$ cat src/rtl/seq_comparator.sv
// Bit-serial magnitude comparator: scans captured operands MSB first and stops at the first differing bit.
// Optional two's-complement mode via SEQ_COMPARATOR_SIGNED_EN (inverts the sense of the MSB comparison).
module seq_comparator #(
    parameter int WIDTH = 8,
    parameter int CW    = 4
) (
    input  logic             clk,
    input  logic             rst_n,
    input  logic             start,
    input  logic [WIDTH-1:0] A,
    input  logic [WIDTH-1:0] B,
    output logic             busy,
    output logic             done,
    output logic             F1,
    output logic             F2,
    output logic             F3,
    output logic [CW-1:0]    cycles,
    output logic [1:0]       o_dbg_state
);

    localparam logic [1:0] S_IDLE = 2'd0;
    localparam logic [1:0] S_RUN  = 2'd1;
    localparam logic [1:0] S_DONE = 2'd2;

    localparam int IW = (WIDTH > 2) ? $clog2(WIDTH) : 1;
    localparam logic [IW-1:0] IDX_MSB  = IW'(WIDTH - 1);
    localparam logic [CW-1:0] CNT_FULL = CW'(WIDTH);

    logic [1:0]       r_state;
    logic [WIDTH-1:0] r_a;
    logic [WIDTH-1:0] r_b;
    logic [IW-1:0]    r_idx;
    logic [CW-1:0]    r_cnt;
    logic             r_f1;
    logic             r_f2;
    logic             r_f3;
    logic [CW-1:0]    r_cycles;

    logic             w_a_bit;
    logic             w_b_bit;
    logic             w_a_wins;
    logic [CW-1:0]    w_cnt_next;

    assign w_a_bit    = r_a[r_idx];
    assign w_b_bit    = r_b[r_idx];
    assign w_cnt_next = r_cnt + 1'b1;

    // w_a_wins: when the bits differ, is A the larger operand?
`ifdef SEQ_COMPARATOR_SIGNED_EN
    assign w_a_wins = w_a_bit ^ (r_idx == IDX_MSB);
`else
    assign w_a_wins = w_a_bit;
`endif

    always_ff @(posedge clk or negedge rst_n) begin
        if (!rst_n) begin
            r_state  <= S_IDLE;
            r_a      <= '0;
            r_b      <= '0;
            r_idx    <= '0;
            r_cnt    <= '0;
            r_f1     <= 1'b0;
            r_f2     <= 1'b0;
            r_f3     <= 1'b0;
            r_cycles <= '0;
        end else begin
            case (r_state)
                S_IDLE: begin
                    if (start) begin
                        r_a     <= A;
                        r_b     <= B;
                        r_idx   <= IDX_MSB;
                        r_cnt   <= '0;
                        r_state <= S_RUN;
                    end
                end
                S_RUN: begin
                    r_cnt <= w_cnt_next;
                    if (w_a_bit != w_b_bit) begin
                        r_f1     <= w_a_wins;
                        r_f2     <= 1'b0;
                        r_f3     <= ~w_a_wins;
                        r_cycles <= w_cnt_next;
                        r_state  <= S_DONE;
                    end else if (r_idx == '0) begin
                        r_f1     <= 1'b0;
                        r_f2     <= 1'b1;
                        r_f3     <= 1'b0;
                        r_cycles <= CNT_FULL;
                        r_state  <= S_DONE;
                    end else begin
                        r_idx <= r_idx - 1'b1;
                    end
                end
                S_DONE:  r_state <= S_IDLE;
                default: r_state <= S_IDLE;
            endcase
        end
    end

    assign busy        = (r_state == S_RUN) || (r_state == S_DONE);
    assign done        = (r_state == S_DONE);
    assign F1          = r_f1;
    assign F2          = r_f2;
    assign F3          = r_f3;
    assign cycles      = r_cycles;
    assign o_dbg_state = r_state;

endmodule

$ cat config.mk
export PLATFORM = sky130hd
export DESIGN_NAME = seq_comparator
export DESIGN_NICKNAME = d
export VERILOG_FILES = /design/src/rtl/seq_comparator.sv
export SDC_FILE = /design/constraint.sdc
export NUM_CORES = 1
export LEC_CHECK = 0
export ABC_AREA = 0
export BUFFER_PORTS_ARGS = -buffer_cell sky130_fd_sc_hd__buf_2
export CAP_MARGIN = 20
export CORE_MARGIN = 8
export CORE_UTILIZATION = 42
export CTS_BUF_LIST = sky130_fd_sc_hd__clkbuf_8
export CTS_CLUSTER_DIAMETER = 40
export CTS_CLUSTER_SIZE = 40
export DETAILED_ROUTE_END_ITERATION = 7
export GPL_TIMING_DRIVEN = 0
export PLACE_DENSITY = 0.69
export SETUP_SLACK_MARGIN = 0.4
export SYNTH_ARGS = -nofsm -noshare
export SYNTH_HDL_FRONTEND = slang
export SYNTH_SLANG_ARGS = --single-unit
$ cat constraint.sdc
create_clock -name clk -period 6.8 [get_ports clk]
set_input_delay 0.68 -clock clk [delete_from_list [all_inputs] [get_ports clk]]
set_output_delay 0.68 -clock clk [all_outputs]
set_load 0.01 [all_outputs]
==> results of run 1 <==
per-stage QoR:
step                      total power [uW]  std cells  area, um^2
after floorplan                        698        134        1660
after global placement                 793        213        1870
after detailed placement               822        213        1870
after CTS                              982        220        1970
after global routing                  1060        220        1970
final                                  967        220        1970
metal layers:
metal,share of wire [%],up-vias,routed length [um]
met5,0,-,0
met4,1.8,0,59
met3,6.9,7,231
met2,52,41,1730
met1,39,565,1310
li1,-,550,-
kinds of logic (layout without fill, tap and decap cells):
group	after synthesis	after routing
xor gates and xnor gates	1	1
muxes	26	26
adders and majority gates	9	9
buffers and inverters	15	51
AOI/OAI and AO/OA	23	23
DFF	32	32
and+or+nand+nor	28	28
cell usage in the layout, fill, tap and decap left out, types with 5 or more instances in the layout:
cell type  count
buf_2         33
nand3_1        5
o21ai_0        6
clkbuf_8       7
inv_1          6
nor2_1         5
mux2_2        19
nand2_1        6
ha_1           9
dfrtp_1       32
layout make-up:
cell class,instances,area share [%]
buffer,6,1.78
clock buffer,7,4.90
inverter,9,1.72
multi-input combinational,87,40.3
sequential,32,40.7
tap,50,3.18
timing repair buffer,29,7.38
worst max path at each step:
stage          cells after the start  slack [ns]                         end                 start
6_report                           9        4.20  o_dbg_state[1]$_DFFE_PN0P_  r_idx[0]$_DFFE_PN0P_
3_5_place_dp                       9        4.21  o_dbg_state[1]$_DFFE_PN0P_  r_idx[0]$_DFFE_PN0P_
3_3_place_gp                       9        4.25  o_dbg_state[1]$_DFFE_PN0P_  r_idx[0]$_DFFE_PN0P_
2_1_floorplan                      9        4.44  o_dbg_state[1]$_DFFE_PN0P_  r_idx[0]$_DFFE_PN0P_
5_1_grt                            9        4.04  o_dbg_state[1]$_DFFE_PN0P_  r_idx[0]$_DFFE_PN0P_
4_1_cts                            9        4.19  o_dbg_state[1]$_DFFE_PN0P_  r_idx[0]$_DFFE_PN0P_
sequential cells by signal, indices dropped and copies added (netlist names):
register and flops:
cycles 4, o_dbg_state 2, F2 1, F1 1
r_a 8, F3 1, r_cnt 4, r_idx 3
r_b 8
power by group through the flow:
stage          Sequential [uW]  Combinational (uW)  Clock (uW)
6_report                   324                 489         154
5_1_grt                    334                 553         169
4_1_cts                    325                 496         161
3_5_place_dp               329                 493           0
3_3_place_gp               321                 472           0
2_1_floorplan              323                 375           0
==> run_results.csv, run 1 <==
group,metric,value,unit
pwr,p_clk_share,16.0,%
logic_synthesis,ys_seq_elements,32,
timing,grt_setup_unrepaired,"false",
logic_synthesis,yosys_warnings,0,
critical_path,crit_family,"multiplexers",
logic_synthesis,avgSynthCellArea,12.4,um^2
global_route,use_met3,4.40,%
finish,synthToLayoutAreaGrowth,18.3,%
critical_path,end_kind,"flop",
drt,routed_wl,3330,um
cts,clock_latency,0.28,ns
critical_path,r2r_cells,9,
pwr,netSwitchingFraction,37.9,%
finish,fill_cells,392,
critical_path,r2r_end,"o_dbg_state[1]$_DFFE_PN0P_",
critical_path,worstPathMaxFanout,10,
timing,max_slew_margin,52.8,%
critical_path,r2r_setup_slack,4.20,ns
global_route,grt_use_met1,13.4,%
global_route,grt_pass1_wl,5990,um
finish,layout.nets,198,
cts,cts_buffer_depth,2,
floorplanning,start_util,42.5,%
timing,hold_viol,0,
logic_synthesis,yosysMostFrequentCell,"dfrtp_1",
critical_path,max_stage_delay,0.54,ns
pwr,p_leak,0.000929,uW
logic_synthesis,synth_nets,162,
cts,clkSlewWorstSetupHoldPaths,0.06,ns
logic_synthesis,synth_edf_count,0,
pwr,combPwrFrac,50.5,%
floorplanning,dieArea,6230,um^2
logic_synthesis,synth_adder_area_share,6.78,%
cts,cts_setup_buffers,0,
place,hpwl,2600,um
run,max_cap_violations,0,
finish,finish.utilization,50.2,%
hold_path,hp-class,"input port to async pin",
place,numPortBuffers,29,
timing,finalCritPeriodShare,38.2,%
timing,setup_violations,0,
timing,finalMaxSlewViolations,0,
finish,seq_area,801,um^2
drt,drt-initial-drc-count,39,
global_route,met2_usage,20.6,%
logic_synthesis,synth_top_family_by_area,"multiplexers",
logic_synthesis,synth.area.top_cells,"dfrtp_1 (48%), mux2_2 (13%), ha_1 (6.8%), mux4_2 (5.4%), mux2i_4 (2.7%)",
global_route,antenna_found_initial,0,
global_route,overflow,0,
pwr,pwr-share-seq,33.5,%
global_route,gr-max-usage-layer,"met2",
logic_synthesis,synth_flop_cell,"dfrtp_1",
timing,setup_slack,4.20,ns
cts,cts_resized,0,
cts,clockRootBuffer,"clkbuf_8",
status,outcome,"finished clean",
floorplanning,fp.dieW,78.9,um
cts,clock-sinks,32,
finish,final_layout_size_suffix_gt1_share,42.9,%
critical_path,worstPathRequired,6.96,ns
timing,skew,0.00490,ns
critical_path,criticalPathCategory,"flop to flop",
drt,vias,1163,
logic_synthesis,netlist.area_leader.share,48.2,%
place,place_congestion,0.757,
cts,ctsHoldBuffers,0,
critical_path,r2r_start,"r_idx[0]$_DFFE_PN0P_",
drt,first_pass_iters,4,
drt,wl_per_cell,15.2,um
floorplanning,ios,30,
logic_synthesis,synth_cells,134,
timing,fin_crit,2.60,ns
finish,diodes,0,
critical_path,cp.arrival,2.76,ns
drt,via_per_inst,5.29,
cts,h-tree-depth,2,
logic_synthesis,synth_compound_area_share,9.64,%
critical_path,cpMaxStageDelayCell,"mux4_2",
global_route,grt_pass1_vias,1338,
pwr,peakVddDrop,0.181,mV
timing,worstMarginPinSlew,0.708,ns
drt,drc_errors,0,
critical_path,path_cells,"buf_6 -> mux4_2 -> mux2i_4 -> inv_2 -> ha_1 -> clkbuf_1 -> nand2_1 -> o21ai_1 -> mux2_1",
critical_path,worst-path-buf-inv,3,
pwr,p_per_area,492,nW/um^2
logic_synthesis,yosysSeqAreaShare,48.2,%
logic_synthesis,synth.area.mux_share,21.7,%
place,detailedPlace.worstSlack,4.21,ns
floorplanning,rows,23,
global_route,track_usage,12.2,%
timing,fmax,0.385,GHz
logic_synthesis,synth_xor_area_share,0.527,%
floorplanning,fp.coreArea,3910,um^2
timing,finalSetupTns,0,ns
logic_synthesis,netlist_area,1660,um^2
cts,numCtsBuffers,5,
cts,tritoncts,"done",
pwr,p_int,600,uW
floorplanning,die_h,78.9,um
logic_synthesis,synthArstFlopShare,100,%
global_route,grt_max_degree,33,
logic_synthesis,synth_simple_gate_area_share,9.04,%
finish,multiInputGateArea,792,um^2
drt,ant_nets,0,
logic_synthesis,ys_types,34,
logic_synthesis,yosys.area.top_type,"dfrtp_1",
pwr,power.switching,367,uW
critical_path,startpoint_type,"flop",
timing,hold_ws,0.448,ns
logic_synthesis,synthTopCellsByCount,"dfrtp_1 (32), mux2_2 (19), ha_1 (9)",
Note: power is estimated with default switching activity, not from simulation.
==> run 2: changes to the inputs <==
--- a/config.mk
+++ b/config.mk
@@ -5,7 +5,7 @@
 export SDC_FILE = /design/constraint.sdc
 export NUM_CORES = 1
 export LEC_CHECK = 0
-export ABC_AREA = 0
+export ABC_AREA = 1
 export BUFFER_PORTS_ARGS = -buffer_cell sky130_fd_sc_hd__buf_2
 export CAP_MARGIN = 20
 export CORE_MARGIN = 8
@@ -15,7 +15,7 @@
 export CTS_CLUSTER_SIZE = 40
 export DETAILED_ROUTE_END_ITERATION = 7
 export GPL_TIMING_DRIVEN = 0
-export PLACE_DENSITY = 0.69
+export PLACE_DENSITY = 0.71
 export SETUP_SLACK_MARGIN = 0.4
 export SYNTH_ARGS = -nofsm -noshare
 export SYNTH_HDL_FRONTEND = slang
==> constraint.sdc (replaced) <==
create_clock -name clk -period 2.1 [get_ports clk]
set_input_delay 0.21 -clock clk [delete_from_list [all_inputs] [get_ports clk]]
set_output_delay 0.21 -clock clk [all_outputs]
set_load 0.01 [all_outputs]
==> run 2 against run 1 <==
Sequential share of layout area fell by 3.9 points. Global-route usage increased by 0.24 points. Sequential power increased to 3.4 times the previous value. Routed wire length increased by 13%. Cell count grew 41%. Largest power group unchanged. Largest cell class is now multi-input gates.
==> run_results.csv, run 2 <==
group,metric,value,unit
status,outcome,"finished clean",
place,place_congestion,0.780,
timing,max_slew_margin,53.0,%
drt,vias,1469,
pwr,pwr-share-seq,29.0,%
logic_synthesis,synth_cells,214,
logic_synthesis,synth_edf_count,0,
cts,tritoncts,"done",
finish,final_layout_size_suffix_gt1_share,32.3,%
cts,cts_buffer_depth,2,
cts,numCtsBuffers,5,
finish,multiInputGateArea,835,um^2
cts,clkSlewWorstSetupHoldPaths,0.06,ns
global_route,grt_use_met1,14.6,%
finish,layout_commonest_cell,"nand2_1",
logic_synthesis,yosysMostFrequentCell,"nand2_1",
drt,drt-initial-drc-count,69,
global_route,use_met3,3.95,%
drt,wl_per_cell,12.2,um
logic_synthesis,yosys_warnings,0,
pwr,combPwrFrac,58.6,%
drt,routed_wl,3780,um
timing,setup_violations,0,
critical_path,worstPathRequired,2.26,ns
drt,first_pass_iters,4,
place,hpwl,2560,um
pwr,power.switching,1710,uW
finish,layout_common_cells,"nand2_1 (74), buf_2 (31), dfrtp_1 (30)",
critical_path,criticalPathCategory,"flop to flop",
place,numPortBuffers,29,
timing,skew,0.00487,ns
pwr,p_leak,0.00120,uW
floorplanning,rows,23,
logic_synthesis,yosysSeqAreaShare,48.0,%
critical_path,startpoint_type,"flop",
global_route,grt_pass1_vias,1491,
pwr,p_per_area,1750,nW/um^2
logic_synthesis,synth_flop_cell,"dfrtp_1",
global_route,antenna_found_initial,0,
logic_synthesis,avgSynthCellArea,7.79,um^2
drt,via_per_inst,4.74,
logic_synthesis,ys_seq_elements,32,
drt,drc_errors,0,
logic_synthesis,netlist.area_leader.share,48.0,%
pwr,peakVddDrop,0.851,mV
finish,seq_area,803,um^2
logic_synthesis,netlist_area,1670,um^2
logic_synthesis,synth_nets,242,
finish,finish.utilization,55.7,%
global_route,overflow,0,
logic_synthesis,synthArstFlopShare,100,%
timing,hold_viol,0,
global_route,gr-max-usage-layer,"met2",
cts,clock-sinks,32,
logic_synthesis,yosys.area.top_type,"dfrtp_1",
cts,clock_latency,0.28,ns
timing,finalMaxSlewViolations,0,
finish,reg_top3,"r_a (8), r_b (8)",
timing,fmax,0.593,GHz
timing,grt_setup_unrepaired,"true",
finish,layout.nets,287,
logic_synthesis,synth.area.top_cells,"dfrtp_1 (48%), nand2_1 (19%), nand3_1 (6.9%), ha_1 (6.8%), inv_1 (6.1%)",
floorplanning,start_util,42.6,%
floorplanning,fp.coreArea,3910,um^2
timing,finalCritPeriodShare,80.3,%
critical_path,end_kind,"flop",
run,max_cap_violations,0,
floorplanning,dieArea,6240,um^2
finish,diodes,0,
global_route,met2_usage,20.6,%
cts,clockRootBuffer,"clkbuf_8",
floorplanning,die_h,79.0,um
pwr,p_clk_share,12.4,%
global_route,grt_pass1_wl,6340,um
drt,ant_nets,0,
logic_synthesis,synthTopCellsByCount,"nand2_1 (84), dfrtp_1 (32), inv_1 (27)",
logic_synthesis,ys_types,18,
global_route,track_usage,12.5,%
timing,hold_ws,0.133,ns
timing,setup_slack,0.413,ns
pwr,power,3800,uW
timing,worstMarginPinSlew,0.705,ns
cts,h-tree-depth,2,
floorplanning,fp.dieW,79.0,um
place,detailedPlace.worstSlack,0.164,ns
hold_path,hp-class,"input port to flop",
pwr,netSwitchingFraction,45.0,%
timing,fin_crit,1.69,ns
critical_path,cp.arrival,1.85,ns
timing,finalSetupTns,0,ns
finish,fill_cells,378,
pwr,p_int,2090,uW
global_route,grt_max_degree,33,
critical_path,worstPathMaxFanout,5,
floorplanning,ios,30,
finish,synthToLayoutAreaGrowth,30.6,%
[run 2: changes by cell type in the layout (fill, tap and decap cells not counted), moves of 4 or more]
| cell | before | now |
|---|---|---|
| nand3_2 | 0 | 11 |
| nand2_1 | 6 | 74 |
| a22o_1 | 4 | 0 |
| nand2b_1 | 4 | 0 |
| mux2_2 | 19 | 0 |
| nor2_1 | 5 | 1 |
| o21ai_0 | 6 | 18 |
| nand3_1 | 5 | 12 |
| buf_4 | 0 | 7 |
| nand2_4 | 0 | 5 |
| mux4_2 | 4 | 0 |
| inv_1 | 6 | 27 |
| nand2_2 | 1 | 9 |
[run 2: path summary, 6_finish.rpt]
path,start,endpoint,slack [ns],cells after the start
setup / recovery,r_idx[0]$_DFFE_PN0P_,cycles[0]$_DFFE_PN0P_,0.41,12
hold / removal,B[2],r_b[2]$_DFFE_PN0P_,0.13,3
setup reg to reg,r_idx[0]$_DFFE_PN0P_,cycles[0]$_DFFE_PN0P_,0.41,12
hold reg to reg,F1$_DFFE_PN0P_,F1$_DFFE_PN0P_,0.47,2
max in group asynchronous,rst_n,r_idx[0]$_DFFE_PN0P_,1.10,2
min in group asynchronous,rst_n,r_a[7]$_DFFE_PN0P_,0.51,2
[run 2: per-stage QoR]
stage	instance area (um^2)	instances
2_1_floorplan	1670	214
3_3_place_gp	1880	293
3_5_place_dp	1880	293
4_1_cts	2040	305
5_1_grt	2180	310
6_report	2180	310
[run 2: power by group through the flow]
stage | clock network, uW | registers [uW] | logic (uW)
6_report | 471 | 1100 | 2230
5_1_grt | 516 | 1140 | 2550
4_1_cts | 483 | 1080 | 1880
3_5_place_dp | 0 | 1070 | 1640
3_3_place_gp | 0 | 1060 | 1610
2_1_floorplan | 0 | 1070 | 1230
[run 2: logic make-up after synthesis]
logic type	count (synthesis)	synth area share, %
AO/OA/AOI/OAI	23	7.58
XOR/XNOR	1	0.525
adder cells (fa/ha/maj)	9	6.75
buffers and inverters	36	9.23
flip-flops	32	48.0
AND/OR/NAND/NOR	113	27.9
[run 2: final cells by class]
type / count / area share [%]
plain buffers: 6 / 2.18
repair buffers: 37 / 9.88
repair inverters: 1 / 0.230
well taps: 50 / 2.87
multi-input cells: 146 / 38.3
clock inverters: 2 / 0.345
inverters: 30 / 5.51
flip-flops and latches: 32 / 36.9
clock buffers: 6 / 3.79
[run 2: what timing repair did]
item / 4_1_cts / 5_1_grt
setup buffers: 2 / 3
hold buffers: 1 / 0
endpoints found under the hold margin: 1 / 0
setup endpoints to repair: 12 / 13
gates resized for setup: 14 / 28
pin swaps: 5 / 14
gates cloned: 1 / 2
[run 2: per-layer routing]
layer	vias up	routed length, um	part of all wire (%)
met3	4	184	4.9
met5	-	0	0
met1	679	1650	44
met4	0	55	1.5
li1	760	-	-
met2	26	1880	50
[run 2: worst max-delay path, cell delays in order (launching register included)]
cell     delay, ns
dfrtp_2       0.46
buf_6         0.16
nand2_1       0.08
nand3_2       0.08
nand2_1       0.06
nand2_1       0.06
nand2_2       0.09
ha_4          0.22
nand2_4       0.06
nand2_4       0.06
buf_6         0.13
nand2_1       0.05
o21ai_1       0.06
